### config.mk
export PLATFORM = sky130hd
export DESIGN_NAME = pipeline_trace_buffer
export DESIGN_NICKNAME = d
export VERILOG_FILES = /design/src/rtl/pipeline_trace_pkg.sv /design/src/rtl/trace_ram.sv /design/src/rtl/pipeline_trace_buffer.sv
export SDC_FILE = /design/constraint.sdc
export NUM_CORES = 2
export LEC_CHECK = 0
export BUFFER_PORTS_ARGS = -buffer_cell sky130_fd_sc_hd__buf_2
export CAP_MARGIN = 5
export CELL_PAD_IN_SITES_DETAIL_PLACEMENT = 0
export CELL_PAD_IN_SITES_GLOBAL_PLACEMENT = 2
export CORE_AREA = 4 4 543 545
export CTS_BUF_LIST = sky130_fd_sc_hd__clkbuf_8
export DETAILED_ROUTE_END_ITERATION = 8
export DIE_AREA = 0 0 547 549
export GPL_ROUTABILITY_DRIVEN = 0
export PLACE_DENSITY = 0.69
export SLEW_MARGIN = 10
export SYNTH_ARGS = -nofsm -noshare
export SYNTH_HDL_FRONTEND = slang
export SYNTH_SLANG_ARGS = --single-unit
export TNS_END_PERCENT = 20
### constraint.sdc
create_clock -name clk -period 8.1 [get_ports clk]
set_input_delay 2.43 -clock clk [delete_from_list [all_inputs] [get_ports clk]]
set_output_delay 2.43 -clock clk [all_outputs]
set_load 0.005 [all_outputs]
### src/rtl/pipeline_trace_pkg.sv
// Shared types and helpers for the pipeline trace buffer.
package pipeline_trace_pkg;

  // Capture controller states; the encoding is visible on the state port.
  typedef enum logic [1:0] {
    TRACE_IDLE  = 2'd0,
    TRACE_ARMED = 2'd1,
    TRACE_POST  = 2'd2,
    TRACE_DUMP  = 2'd3
  } trace_state_e;

  // Width of one stored entry: {timestamp, per-channel valid bits, channel words}.
  function automatic int entry_width(input int cnt_w, input int num_ch, input int ch_w);
    return cnt_w + num_ch + num_ch * ch_w;
  endfunction

endpackage

### src/rtl/trace_ram.sv
// Simple dual-port trace storage: one write port, one registered read port.
module trace_ram #(
  parameter  int DEPTH = 16,
  parameter  int WIDTH = 8,
  localparam int AW    = $clog2(DEPTH)
) (
  input  logic             clk,
  input  logic             we,
  input  logic [AW-1:0]    waddr,
  input  logic [WIDTH-1:0] wdata,
  input  logic             re,
  input  logic [AW-1:0]    raddr,
  output logic [WIDTH-1:0] rdata
);

  // NOTE: the storage array is deliberately not reset; its contents are only
  // read back after being written, so a reset would just cost clear logic.
  logic [WIDTH-1:0] mem [DEPTH];

  // Write port.
  // NOTE: clocked state always uses non-blocking assignments so every flop
  // samples the pre-edge values regardless of statement order.
  always_ff @(posedge clk) begin
    if (we) mem[waddr] <= wdata;
  end

  // Registered read port; rdata holds its value while re is low.
  always_ff @(posedge clk) begin
    if (re) rdata <= mem[raddr];
  end

endmodule

### src/rtl/pipeline_trace_buffer.sv
// On-chip trace capture for the pipeline stage channels: circular pre-trigger
// capture, fixed post-trigger window, then an oldest-first beat dump.
module pipeline_trace_buffer
  import pipeline_trace_pkg::*;
#(
  parameter  int NUM_CH       = 5,
  parameter  int CH_W         = 32,
  parameter  int DEPTH        = 16,
  parameter  int POST_TRIG    = 8,
  parameter  int CNT_W        = 32,
  parameter  int CAPTURE_IDLE = 1,
  localparam int CH_IW        = (NUM_CH > 1) ? $clog2(NUM_CH) : 1
) (
  input  logic                   clk,
  input  logic                   rst_n,
  input  logic [NUM_CH*CH_W-1:0] ch_data,
  input  logic [NUM_CH-1:0]      ch_valid,
  input  logic                   arm,
  input  logic                   trig,
  output logic                   rd_valid,
  input  logic                   rd_ready,
  output logic [CH_W-1:0]        rd_data,
  output logic [CH_IW-1:0]       rd_ch,
  output logic                   rd_chv,
  output logic [CNT_W-1:0]       rd_cycle,
  output logic                   rd_last,
  output logic [1:0]             state,
  output logic [CNT_W-1:0]       cycle_count
);

  localparam int AW = $clog2(DEPTH);
  localparam int CW = AW + 1;
  localparam int EW = entry_width(CNT_W, NUM_CH, CH_W);

  if (POST_TRIG >= DEPTH) begin : g_post_trig_check
    $error("pipeline_trace_buffer: POST_TRIG must be smaller than DEPTH");
  end
  if (DEPTH < 2 || (DEPTH & (DEPTH - 1)) != 0) begin : g_depth_check
    $error("pipeline_trace_buffer: DEPTH must be a power of two and at least 2");
  end

  trace_state_e st;
  logic [AW-1:0] wr_ptr;
  logic [CW-1:0] count;
  logic [CW-1:0] post_cnt;
  logic [AW-1:0] rd_ptr;
  logic [CW-1:0] ent_left;

  logic                   eligible;
  logic                   we;
  logic [EW-1:0]          wdata;
  logic [AW-1:0]          start_idx;
  logic                   accept;
  logic                   last_ch;
  logic                   re;
  logic [AW-1:0]          raddr;
  logic [EW-1:0]          rdata;
  logic [CNT_W-1:0]       ent_stamp;
  logic [NUM_CH-1:0]      ent_chv;
  logic [NUM_CH*CH_W-1:0] ent_data;

  assign state = st;

  // Capture decision, RAM addressing and beat presentation.
  // NOTE: every always_comb output gets a default first so no path can
  // leave it unassigned and infer a latch.
  always_comb begin
    eligible  = 1'b0;
    we        = 1'b0;
    re        = 1'b0;
    raddr     = '0;
    rd_data   = '0;
    rd_chv    = 1'b0;
    rd_cycle  = '0;
    rd_last   = 1'b0;

    // Trigger sample is always eligible so the dump is never empty.
    eligible  = (CAPTURE_IDLE != 0) || (|ch_valid) || (st == TRACE_ARMED && trig);
    we        = eligible && (st == TRACE_ARMED || st == TRACE_POST);
    wdata     = {cycle_count, ch_valid, ch_data};

    // Oldest entry; when the buffer is full count wraps to zero here.
    start_idx = wr_ptr - count[AW-1:0];
    accept    = rd_valid && rd_ready;
    last_ch   = (rd_ch == CH_IW'(NUM_CH - 1));

    // First read is issued on entry to DUMP; later reads are issued as the
    // last channel of an entry is accepted so the next entry lands in time.
    re        = (st == TRACE_DUMP && !rd_valid) ||
                (accept && last_ch && ent_left != CW'(1));
    raddr     = rd_valid ? rd_ptr + AW'(1) : start_idx;

    ent_stamp = rdata[EW-1 -: CNT_W];
    ent_chv   = rdata[NUM_CH*CH_W +: NUM_CH];
    ent_data  = rdata[NUM_CH*CH_W-1:0];

    // Outputs are derived from registered state and the held RAM word, so
    // they stay stable while the consumer stalls.
    if (rd_valid) begin
      rd_data  = ent_data[rd_ch*CH_W +: CH_W];
      rd_chv   = ent_chv[rd_ch];
      rd_cycle = ent_stamp;
      rd_last  = (ent_left == CW'(1)) && last_ch;
    end
  end

  trace_ram #(
    .DEPTH (DEPTH),
    .WIDTH (EW)
  ) u_ram (
    .clk   (clk),
    .we    (we),
    .waddr (wr_ptr),
    .wdata (wdata),
    .re    (re),
    .raddr (raddr),
    .rdata (rdata)
  );

  // Free-running cycle counter used as the sample timestamp.
  always_ff @(posedge clk) begin
    if (!rst_n) cycle_count <= '0;
    else        cycle_count <= cycle_count + CNT_W'(1);
  end

  // Control FSM: write pointer, fill count, post-trigger window, beat serializer.
  always_ff @(posedge clk) begin
    if (!rst_n) begin
      st       <= TRACE_IDLE;
      wr_ptr   <= '0;
      count    <= '0;
      post_cnt <= '0;
      rd_ptr   <= '0;
      ent_left <= '0;
      rd_valid <= 1'b0;
      rd_ch    <= '0;
    end else begin
      if (we) begin
        wr_ptr <= wr_ptr + AW'(1);
        if (count != CW'(DEPTH)) count <= count + CW'(1);
      end

      unique case (st)
        TRACE_IDLE: begin
          if (arm) begin
            st     <= TRACE_ARMED;
            wr_ptr <= '0;
            count  <= '0;
          end
        end

        TRACE_ARMED: begin
          if (trig) begin
            post_cnt <= CW'(POST_TRIG);
            st       <= (POST_TRIG == 0) ? TRACE_DUMP : TRACE_POST;
          end
        end

        TRACE_POST: begin
          if (we) begin
            post_cnt <= post_cnt - CW'(1);
            if (post_cnt == CW'(1)) st <= TRACE_DUMP;
          end
        end

        TRACE_DUMP: begin
          if (!rd_valid) begin
            // Read of the oldest entry is in flight this cycle.
            rd_valid <= 1'b1;
            rd_ch    <= '0;
            rd_ptr   <= start_idx;
            ent_left <= count;
          end else if (accept) begin
            if (last_ch) begin
              if (ent_left == CW'(1)) begin
                rd_valid <= 1'b0;
                st       <= TRACE_IDLE;
              end else begin
                rd_ch    <= '0;
                rd_ptr   <= rd_ptr + AW'(1);
                ent_left <= ent_left - CW'(1);
              end
            end else begin
              rd_ch <= rd_ch + CH_IW'(1);
            end
          end
        end

        default: st <= TRACE_IDLE;
      endcase
    end
  end

endmodule

==> flow_summary.json <==
{
  "cts.sinks": 3410,
  "die_h_um": 549,
  "cts_max_path_buffers": 4,
  "rsz0062_at_grt": "false",
  "postCtsHoldBufs": 0,
  "cap_violations": 0,
  "vdd_drop_max_uv": 566,
  "layout-area-overhead-vs-synth_pct": 12.8,
  "grtUsageMet2_pct": 36.0,
  "finalPower_uw": 55100,
  "finalCritPeriodShare_pct": 72.0,
  "power_density_nw_per_um2": 375,
  "hold_viol_final": 0,
  "ys_seq_area_share_pct": 78.2,
  "multiInputGateArea_um2": 27000,
  "synth_top_area_share_pct": 77.2,
  "setup_ws_post_layout_ps": 2270,
  "viasPerCell": 5.70,
  "grt-ovfl-total": 0,
  "number_of_i_o_pins": 274,
  "grt_antenna_before_repair": 101,
  "pin_count_of_the_biggest_net_entering_global_routing": 160,
  "fin_nets": 6398,
  "cts.repair_timing.setup_buffer_count": 0,
  "async_flop_share_pct": 0,
  "post_synth_main_area_contributors": "sky130_fd_sc_hd__edfxtp_1 77%, sky130_fd_sc_hd__mux4_2 14%, sky130_fd_sc_hd__mux2i_1 4.6%",
  "slew_violations": 0,
  "dr.first_iter.drc_count": 5375,
  "drtAntennaViolNets": 0,
  "fin_skew_ps": 78.4,
  "post_synth_design_cell_area_um2": 130000,
  "fmaxAchievable_ghz": 0.172,
  "worstPathRequired_ps": 5670,
  "synth.ff_latch_count": 3410,
  "groute.layer.met3.usage_pct": 4.25,
  "worstSetupEndpointType": "output port",
  "initial_core_util_pct": 44.9,
  "clock_tree.root_cell": "sky130_fd_sc_hd__clkbuf_8",
  "routed_wirelength_mm": 330,
  "postSynthNetCount": 5711,
  "layout_commonest_cell": "sky130_fd_sc_hd__edfxtp_1",
  "use_met1_pct": 30.1,
  "layout-drive-gt1-share_pct": 29.2,
  "post_synth_inst_count": 5518,
  "routed-via-count": 60303,
  "yosys_most_used_dff": "sky130_fd_sc_hd__edfxtp_1",
  "final_layout_setup_total_negative_slack_ps": 0,
  "die_width_um": 547,
  "grt_most_used_layer": "met2",
  "clock_tree_from_tritoncts": "built",
  "htree_num_levels": 6,
  "cts_resized": 0,
  "final_cell_mix": "3349 x sky130_fd_sc_hd__edfxtp_1, 821 x sky130_fd_sc_hd__mux4_2, 584 x sky130_fd_sc_hd__mux2i_1",
  "pre_cts_slack_ps": 3100,
  "detail_route.drc_violations": 0,
  "cts-buffers-inserted": 565,
  "total_leakage_power_uw": 0.0502,
  "core.rowCount": 198,
  "design.die.area_um2": 300000,
  "yosys_warnings": 0,
  "drt_pass1_iterations": 7,
  "grt.total_usage_pct": 21.8,
  "slew_at_the_pin_with_the_worst_max_slew_slack_ps": 1220,
  "placement.io_buffers": 273,
  "place_hpwl_mm": 171,
  "critPathKind": "reg2out",
  "sequential_cell_area_um2": 102000,
  "grt_first_pass_wirelength_mm": 470,
  "hp-class": "reg2reg",
  "critical_path_peak_fanout": 38,
  "timing.slew.headroom_pct": 18.5,
  "synth.largest_area_cell": "sky130_fd_sc_hd__edfxtp_1",
  "cp_data_arrival_time_ps": 3400,
  "grt_pass1_vias": 63118,
  "yosys.cell_types.count": 48,
  "final.min_clock_period_ps": 5830,
  "critPathLaunchType": "register",
  "clkTransAtPathRegs_ps": 60,
  "core_region_area_um2": 290000,
  "report.final.setup_viol": 0,
  "syn_avg_cell_area_um2": 23.6,
  "wl_per_cell_um": 31.2,
  "run_status": "finished clean",
  "insertion_delay_ps": 1160,
  "number_of_fillers_in_the_final_layout": 23074,
  "synth_enable_flop_cells": 3349,
  "finish.utilization_pct": 50.6
}
-- power breakdown --
part / internal [uW] / leakage [uW] / switching, uW
clock network: 6860 / 0.00597 / 6910
logic: 8940 / 0.0134 / 11200
registers: 20900 / 0.0308 / 260
-- flip-flops by register name (all words and copies together) (netlist names), 4 cells and up --
name	cells
cycle_count	32
ent_left	5
u_ram.rdata	197
post_cnt	5
u_ram.mem	3152
rd_ptr	4
count	5
wr_ptr	4
-- final cells by class --
cell class              instances  share of cell area, %
flip-flops and latches       3410                   69.3
clock inverters               434                   1.57
multi-input cells            1805                   18.4
inverters                      27                 0.0690
well taps                    3900                   3.32
repair buffers                396                   1.89
diodes                         36                 0.0613
clock buffers                 575                   5.39
-- metal layers --
layer	part of all wire, %	vias to the layer above
li1	-	24920
met1	42	32884
met2	50	1908
met3	5.8	547
met4	2.4	44
met5	0.082	-
-- final timing paths --
| path | slack (ps) | cells past startpoint | to | startpoint |
|---|---|---|---|---|
| max | 2270 | 5 | rd_data[4] | rd_ch[1] |
| min | 480 | 2 | ent_left[4] | ent_left[4] |
| max reg2reg | 3720 | 10 | u_ram.rdata[166] | wr_ptr[0] |
| min reg2reg | 480 | 2 | ent_left[4] | ent_left[4] |
-- per-stage QoR --
step | hold slack [ps] | cells | cell area (um^2)
after global routing | 515 | 10560 | 147000
final | 485 | 10583 | 147000
after detailed placement | 476 | 9538 | 137000
after floorplan | 450 | 5518 | 130000
after global placement | 470 | 9538 | 137000
after CTS | 483 | 10547 | 147000
-- cells in the mapped netlist (2+ instances only) --
cell type	count
sky130_fd_sc_hd__nor3b_1	3
sky130_fd_sc_hd__inv_1	25
sky130_fd_sc_hd__xnor2_1	17
sky130_fd_sc_hd__a211oi_1	3
sky130_fd_sc_hd__xor2_1	10
sky130_fd_sc_hd__buf_4	6
sky130_fd_sc_hd__and2_1	52
sky130_fd_sc_hd__nand3_1	17
sky130_fd_sc_hd__a22oi_1	34
sky130_fd_sc_hd__or4_1	2
sky130_fd_sc_hd__nand2b_1	4
sky130_fd_sc_hd__a21oi_1	20
sky130_fd_sc_hd__clkbuf_1	63
sky130_fd_sc_hd__nor3_1	8
sky130_fd_sc_hd__nand4_1	8
sky130_fd_sc_hd__and3_1	5
sky130_fd_sc_hd__or3_1	11
sky130_fd_sc_hd__o21a_1	4
sky130_fd_sc_hd__a311oi_1	2
sky130_fd_sc_hd__nor4_1	7
sky130_fd_sc_hd__a31o_2	2
sky130_fd_sc_hd__mux4_2	821
sky130_fd_sc_hd__nor4b_1	2
sky130_fd_sc_hd__nor2b_1	5
sky130_fd_sc_hd__o21ai_0	22
sky130_fd_sc_hd__nand2_1	26
sky130_fd_sc_hd__nor2_1	80
sky130_fd_sc_hd__buf_1	26
sky130_fd_sc_hd__mux2i_1	599
sky130_fd_sc_hd__buf_2	156
sky130_fd_sc_hd__and4_1	3
sky130_fd_sc_hd__buf_6	25
sky130_fd_sc_hd__edfxtp_1	3349
sky130_fd_sc_hd__a222oi_1	2
sky130_fd_sc_hd__clkinv_1	2
sky130_fd_sc_hd__ha_1	22
sky130_fd_sc_hd__dfxtp_1	61
sky130_fd_sc_hd__nand3b_1	3
sky130_fd_sc_hd__a221oi_1	2
-- critical path, cell delays in order, from the launching register on --
cell and delay [ps]:
sky130_fd_sc_hd__dfxtp_2 1050, sky130_fd_sc_hd__nor3_2 90, sky130_fd_sc_hd__buf_4 300, sky130_fd_sc_hd__a22oi_1 580
sky130_fd_sc_hd__nor2_1 80, sky130_fd_sc_hd__buf_2 150
-- kinds of logic after synthesis --
group                    count (synthesis)  share of synthesized area, %
adder cells (fa/ha/maj)                 23                         0.227
multiplexers                          1422                          18.8
AO/OA/AOI/OAI                           95                         0.477
XOR/XNOR                                27                         0.182
flip-flops                            3410                          78.2
AND/OR/NAND/NOR                        238                         0.935
buffers and inverters                  303                          1.18
Note: power is estimated with default switching activity, not from simulation.
